File: src/rtl/controle_varredura_servo.sv
// Radar sweep sequencer feeding circuito_pwm.
// Walks the servo back and forth over 0..POS_MAX. At every position it waits
// for the servo to settle, requests one measurement, waits for the answer (or
// gives up after a timeout) and then steps one position. A shadow copy of the
// servo position is kept so the bounce decision needs no feedback from the PWM
// block.
//
// Handshake with neighbours: set_pos, direita, esquerda and medir are
// single-cycle strobes, each high for exactly the one cycle spent in its
// state; pronto_medida is a pulse that is only looked at while waiting for a
// measurement and is ignored everywhere else.
module controle_varredura_servo #(
  parameter int unsigned T_DWELL   = 25_000_000,
  parameter int unsigned T_TIMEOUT = 50_000_000,
  parameter int unsigned POS_MAX   = 3,
  parameter int unsigned POS_INI   = 0
) (
  input  logic       clock,
  input  logic       zera,
  input  logic       iniciar,
  input  logic       parar,
  input  logic       pronto_medida,
  output logic       set_pos,
  output logic [1:0] pos_inicial,
  output logic       direita,
  output logic       esquerda,
  output logic       medir,
  output logic [1:0] posicao,
  output logic       sentido,
  output logic       erro_medida,
  output logic       ativo,
  output logic [2:0] db_estado
);

  typedef enum logic [2:0] {
    INICIAL = 3'd0,
    CARREGA = 3'd1,
    ESPERA  = 3'd2,
    MEDE    = 3'd3,
    AGUARDA = 3'd4,
    DECIDE  = 3'd5,
    MOVE    = 3'd6
  } estado_t;

  localparam logic [1:0]  POS_MAX_L   = POS_MAX[1:0];
  localparam logic [1:0]  POS_INI_L   = POS_INI[1:0];
  localparam logic [31:0] DWELL_FIM   = 32'(T_DWELL - 1);
  localparam logic [31:0] TIMEOUT_FIM = 32'(T_TIMEOUT - 1);

  estado_t     estado;
  estado_t     proximo;
  logic [31:0] cnt_dwell;
  logic [31:0] cnt_timeout;
  logic        passo_sobe;   // direction chosen in DECIDE, used in MOVE

  logic fim_dwell;
  logic estourou;
  logic vira_desce;
  logic vira_sobe;

  assign fim_dwell  = (cnt_dwell == DWELL_FIM);
  assign estourou   = (cnt_timeout == TIMEOUT_FIM);
  assign vira_desce = sentido && (posicao == POS_MAX_L);
  assign vira_sobe  = !sentido && (posicao == 2'd0);

  // State register.
  always_ff @(posedge clock or posedge zera) begin
    if (zera) begin
      estado <= INICIAL;
    end else begin
      estado <= proximo;
    end
  end

  // Next-state logic; parar wins over everything and, in MOVE, only takes
  // effect after the step pulse has been issued.
  always_comb begin
    proximo = estado;
    case (estado)
      INICIAL: begin
        if (iniciar && !parar) proximo = CARREGA;
      end
      CARREGA: begin
        proximo = parar ? INICIAL : ESPERA;
      end
      ESPERA: begin
        if (parar)          proximo = INICIAL;
        else if (fim_dwell) proximo = MEDE;
      end
      MEDE: begin
        proximo = parar ? INICIAL : AGUARDA;
      end
      AGUARDA: begin
        if (parar)                          proximo = INICIAL;
        else if (pronto_medida || estourou) proximo = DECIDE;
      end
      DECIDE: begin
        proximo = parar ? INICIAL : MOVE;
      end
      MOVE: begin
        proximo = parar ? INICIAL : ESPERA;
      end
      default: begin
        proximo = INICIAL;
      end
    endcase
  end

  // Settle counter: runs only while staying in ESPERA, zero otherwise.
  always_ff @(posedge clock or posedge zera) begin
    if (zera) begin
      cnt_dwell <= '0;
    end else if (estado == ESPERA && proximo == ESPERA) begin
      cnt_dwell <= cnt_dwell + 32'd1;
    end else begin
      cnt_dwell <= '0;
    end
  end

  // Measurement timeout counter: runs only while staying in AGUARDA.
  always_ff @(posedge clock or posedge zera) begin
    if (zera) begin
      cnt_timeout <= '0;
    end else if (estado == AGUARDA && proximo == AGUARDA) begin
      cnt_timeout <= cnt_timeout + 32'd1;
    end else begin
      cnt_timeout <= '0;
    end
  end

  // Shadow position, direction and error flag. The load in CARREGA and the
  // step in MOVE always happen because the matching strobe has already been
  // seen by circuito_pwm in that cycle.
  always_ff @(posedge clock or posedge zera) begin
    if (zera) begin
      posicao     <= POS_INI_L;
      sentido     <= 1'b1;
      erro_medida <= 1'b0;
      passo_sobe  <= 1'b1;
    end else begin
      case (estado)
        CARREGA: begin
          posicao     <= POS_INI_L;
          sentido     <= 1'b1;
          erro_medida <= 1'b0;
        end
        AGUARDA: begin
          if (!parar && !pronto_medida && estourou) erro_medida <= 1'b1;
        end
        DECIDE: begin
          if (!parar) begin
            if (vira_desce) begin
              sentido    <= 1'b0;
              passo_sobe <= 1'b0;
            end else if (vira_sobe) begin
              sentido    <= 1'b1;
              passo_sobe <= 1'b1;
            end else begin
              passo_sobe <= sentido;
            end
          end
        end
        MOVE: begin
          if (passo_sobe) posicao <= posicao + 2'd1;
          else            posicao <= posicao - 2'd1;
        end
        default: begin
        end
      endcase
    end
  end

  // Moore output decode from the registered state.
  always_comb begin
    set_pos   = (estado == CARREGA);
    medir     = (estado == MEDE);
    direita   = (estado == MOVE) && passo_sobe;
    esquerda  = (estado == MOVE) && !passo_sobe;
    ativo     = (estado != INICIAL);
    db_estado = estado;
  end

  assign pos_inicial = POS_INI_L;

endmodule
File: config.mk
export PLATFORM = sky130hd
export DESIGN_NAME = controle_varredura_servo
export DESIGN_NICKNAME = d
export VERILOG_FILES = /design/src/rtl/controle_varredura_servo.sv
export SDC_FILE = /design/constraint.sdc
export NUM_CORES = 1
export LEC_CHECK = 0
export CORE_MARGIN = 5
export CORE_UTILIZATION = 30
export CTS_CLUSTER_DIAMETER = 50
export DETAILED_ROUTE_END_ITERATION = 16
export DONT_BUFFER_PORTS = 1
export PLACE_DENSITY_LB_ADDON = 0.1
export SETUP_SLACK_MARGIN = 0.4
export SYNTH_ARGS = -nofsm -noshare
export SYNTH_HDL_FRONTEND = slang
export SYNTH_SLANG_ARGS = --single-unit
File: constraint.sdc
create_clock -name clock -period 4 [get_ports clock]
set_input_delay 0.6 -clock clock [delete_from_list [all_inputs] [get_ports clock]]
set_output_delay 0.6 -clock clock [all_outputs]
set_load 0.02 [all_outputs]
# Word level (Yosys, flattened, before mapping)
# Index checks and enable logic that the tools add are counted.
# word_totals
reg_bits	72
output_inout_bits	14
# classes
n_addsub	4
eq_ne	13
reduce_logical	24
muxes	19
n_bitwise	1
# op_table
operator	count
32-bit by 1-bit adder with 32-bit output (second input constant)	2
32-bit two-way mux	2
32-bit by 25-bit equality test with 1-bit output (second input constant)	1
32-bit by 26-bit equality test with 1-bit output (second input constant)	1
3-bit two-way mux	7
3-bit one-hot mux with 6 select lines	1
3-bit equality test (second input constant)	4
3-bit by 2-bit equality test with 1-bit output (second input constant)	3
1-bit logical AND	9
2-bit AND reduction	3
2-bit nonzero test	3
1-bit zero test	4
1-bit two-way mux	4
2-bit two-way mux	2
1-bit one-hot mux with 2 select lines	2
2-bit one-hot mux with 2 select lines	1
3-bit by 1-bit equality test with 1-bit output (second input constant)	1
3-bit zero test	1
3-bit nonzero test	1
2-bit by 1-bit adder with 2-bit output (second input constant)	1
2-bit equality test (second input constant)	1
2-bit zero test	1
2-bit by 1-bit != test with 1-bit output (second input constant)	1
2-bit != test (second input constant)	1
other kinds (4)	4

# Longest topological paths before layout
# logic_depth
depth_word	8
mapped_depth	7
mapped_depth_nobuf	6

# Worst setup path before layout
# OpenSTA, ideal clock, no wires.
# synth_timing
path_kind	flip-flop to output port
from	reg estado[2] (netlist: db_estado[2])
to	out esquerda
arrival_time_ns	1.292
setup_slack_ns	2.108
n_path_buf	1
path_stages_with_launch	5
path_cell_list	dfrtp_1 > clkbuf_1 > nor2b_1 > nand2_1 > nor2_1
# synth_via
elab_chain_len	2
# synth_rtl
element	line	rtl
start, declared	50	estado_t estado;
start signal, assigned	71	estado <= proximo;
3-bit equality test	178	esquerda = (estado == MOVE) && !passo_sobe;
1-bit logical AND	178	
end, declared	26	output logic esquerda,
# Every way passes these cells.

# Worst setup path in the final report
# layout_timing
from	reg cnt_timeout[0]
to	reg cnt_timeout[8]
# layout_via
elab_chain_len	8
# layout_rtl
element	line	rtl
start, declared	53	logic [31:0] cnt_timeout;
start signal, assigned	125	cnt_timeout <= cnt_timeout + 32'd1;
32-bit by 26-bit equality test with 1-bit output	62	assign estourou = (cnt_timeout == TIMEOUT_FIM);
1-bit logical OR	95	else if (pronto_medida || estourou) proximo = DECIDE;
3-bit two-way mux	95	
3-bit two-way mux	94	if (parar) proximo = INICIAL;
3-bit one-hot mux with 6 select lines	79	case (estado)
3-bit equality test	124	end else if (estado == AGUARDA && proximo == AGUARDA) begin
1-bit logical AND	124	
32-bit two-way mux (*)	124	
# Every way passes the cells marked *; elsewhere a longest branch is shown, timed or not.
# A chain may end at the register's enable or synchronous reset.

==> impl_metrics.yaml <==
setup_path:
  r2r_start: "cnt_timeout[0]"
  worstPathMaxFanout: 16
  arrival_ps: 2720
  crit_start: "cnt_timeout[0]"
  crit_required_ps: 4220
  worstSetupStartpointType: "flop"
  path_cells: "ha_1 > and4_1 > nand2_1 > nor4_1 > nand2b_1 > buf_4 > nor2_1"
  cp_slowest_cell: "nand2b_1"
  max_stage_delay_ps: 550
  crit_type: "reg2reg"
  cp-end-kind: "flop"
  r2r_slack_ps: 1500
cts:
  numCtsBuffers: 9
  clkLatencyLatePin_ps: 340
  root_buffer: "clkbuf_16"
  cts_setup_buffers: 0
  worst_setup_hold_path_clk_slew_ps: 50
  postCtsHoldBufs: 0
  cts_tree: "yes"
  cts.sink_count: 72
  post_cts_resized: 0
  htreeDepth: 3
  clk_path_buf_depth: 2
routing:
  wl_per_cell_um: 14.6
  wl_um: 8400
  first_pass_iters: 4
  ant_nets: 0
  drtIter0Drc: 196
  dr_total_vias: 2796
  drc: 0
  detail_route.vias_per_cell: 4.86
outcome:
  outcome: "finished clean"
place:
  detailed_place.area_sq_mm: 0.00395
  place_ws_ps: 1440
  place.gp.congestion: 0.733
  io_buffer_count: 0
  hpwl_um: 5890
  dpl.cell_count: 559
sta:
  hold_viol: 0
  finClkSkew_ps: 12.7
  fmax_ghz: 0.400
  setup_viol: 0
  timing.final.crit_share: 0.625
  tightest_slew_ps: 750
  slew_headroom: 0.496
  min_period_ps: 2500
  layout_setup_ws_ps: 1500
  drv_slew: 0
  rsz0062_at_grt: "false"
  finalSetupTns_ps: 0
synthesis:
  synth_top_area_share: 0.462
  synth-seq-cells: 72
  syn_area_sq_mm: 0.00379
  ys_types: 45
  avgSynthCellArea_sq_um: 9.57
  yosysTopAreaCell: "dfrtp_1"
  synth_area_leaders: "dfrtp_1 (46%), xor2_1 (8.1%), nor2_1 (6.9%)"
  ys_seq_area_frac: 0.476
  ys_warn_count: 0
  synthCells: 396
power:
  leakage_nw: 1.62
  irDropWorstVdd_uv: 207
  power_density_mw_per_mm2: 397
floorplanning:
  chipWidth_um: 122
  die_y_um: 122
  start_util: 0.303
  io_pins: 19
  core_sq_mm: 0.0125
  row_count: 41
  die_area_sq_mm: 0.0150
cells_and_area:
  antenna_cells: 0
  num-nets-final: 405
  synthToLayoutAreaGrowth_pct: 13.1
  drive_gt1_frac: 0.0993
  final_area_sq_mm: 0.00429
  fin_cells: 575
global_routing:
  grt_max_degree: 33
  grt_pass1_wl_um: 14700
  grt_pass1_vias: 2781
  antenna_found_initial: 0
  track_usage: 0.124
  overflow: 0
hold_path:
  hold_class: "in2async"
flow_run:
  cap_violations: 0
==> power by group <==
part | switching [mW] | internal, mW
logic | 0.0339 | 0.00856
clock network | 0.310 | 0.608
registers | 0.00959 | 0.733
==> per-layer routing <==
layer  track usage  share of wire  vias up
met4        0.0441          0.014        0
met5             0              0        -
met1         0.168           0.49     1356
li1              -              -     1390
met3        0.0396          0.038        8
met2         0.187           0.45       42
==> final cells by class <==
class	count	area, sq um
fillers	1298	8230
well taps	172	215
clock buffers	10	229
repair buffers	4	30.0
flip-flops and latches	72	1800
clock inverters	6	109
multi-input cells	302	1870
inverters	9	33.8
==> cells in the mapped netlist, drive strengths merged <==
| library cell | n |
|---|---|
| nor2 | 74 |
| dfrtp | 70 |
| xor2 | 35 |
| nand3 | 28 |
| nand4 | 27 |
| nand2 | 22 |
| xnor2 | 22 |
| nor4 | 16 |
| and4 | 10 |
| buf | 10 |
| a21oi | 9 |
| inv | 9 |
| nor3 | 9 |
| o21ai | 8 |
| and3 | 6 |
| or3 | 5 |
| and2 | 4 |
| clkbuf | 4 |
| nand2b | 3 |
| nor4b | 3 |
| or4 | 3 |
| dfstp | 2 |
| ha | 2 |
| nor2b | 2 |
| nor3b | 2 |
| o31ai | 2 |
| a22oi | 1 |
| conb | 1 |
| maj3 | 1 |
| nand3b | 1 |
| nand4b | 1 |
| o211ai | 1 |
| o21ba | 1 |
| or2 | 1 |
| or2b | 1 |
==> worst max-delay path: cells and delay by family, from the launching register on <==
| kind | cells | cell delay (ps) |
|---|---|---|
| buf+inv | 1 | 330 |
| fa+ha+maj | 1 | 240 |
| flops | 1 | 380 |
| simple gates | 5 | 1420 |
==> cells in the final DEF (no fill, tap or decap), types with 6 or more instances in the layout <==
cell,instances
a21oi_1,9
and3_1,6
and4_1,8
clkbuf_16,9
dfrtp_1,70
inv_1,8
nand2_1,22
nand3_1,28
nand4_1,25
nor2_1,70
nor3_1,8
nor4_1,11
o21ai_0,8
xnor2_1,22
xor2_1,35
==> stage by stage <==
step	hold slack, ps	power, mW	utilization
floorplan	448	0.789	-
global placement	465	0.800	0.315
detailed placement	476	0.801	0.315
CTS	163	1.74	0.342
global route	190	1.77	0.342
finish	152	1.70	0.342
==> logic make-up (layout without fill, tap and decap cells) <==
| family | after synthesis | after routing | share of synthesized area |
|---|---|---|---|
| adder cells (fa/ha/maj) | 3 | 3 | 0.00925 |
| AO/OA/AOI/OAI | 22 | 22 | 0.0330 |
| buffers and inverters | 23 | 29 | 0.0324 |
| XOR/XNOR | 57 | 57 | 0.132 |
| other | 1 | 2 | 0.000990 |
| flip-flops | 72 | 72 | 0.476 |
| AND/OR/NAND/NOR | 218 | 218 | 0.316 |
==> sequential cells by signal, summed over array words and instances, names as in the netlist <==
name / count
cnt_dwell: 32
cnt_timeout: 32
db_estado: 3
erro_medida: 1
passo_sobe: 1
posicao: 2
sentido: 1
==> worst paths after layout <==
path	end	cells past startpoint
worst min-delay path	posicao[1]	1
worst min register to register	cnt_timeout[0]	1
max in group asynchronous	db_estado[0]	2
worst max-delay path	cnt_timeout[8]	7
worst max register to register	cnt_timeout[8]	7
min in group clock	db_estado[1]	1
(Power assumes the default switching activity.)
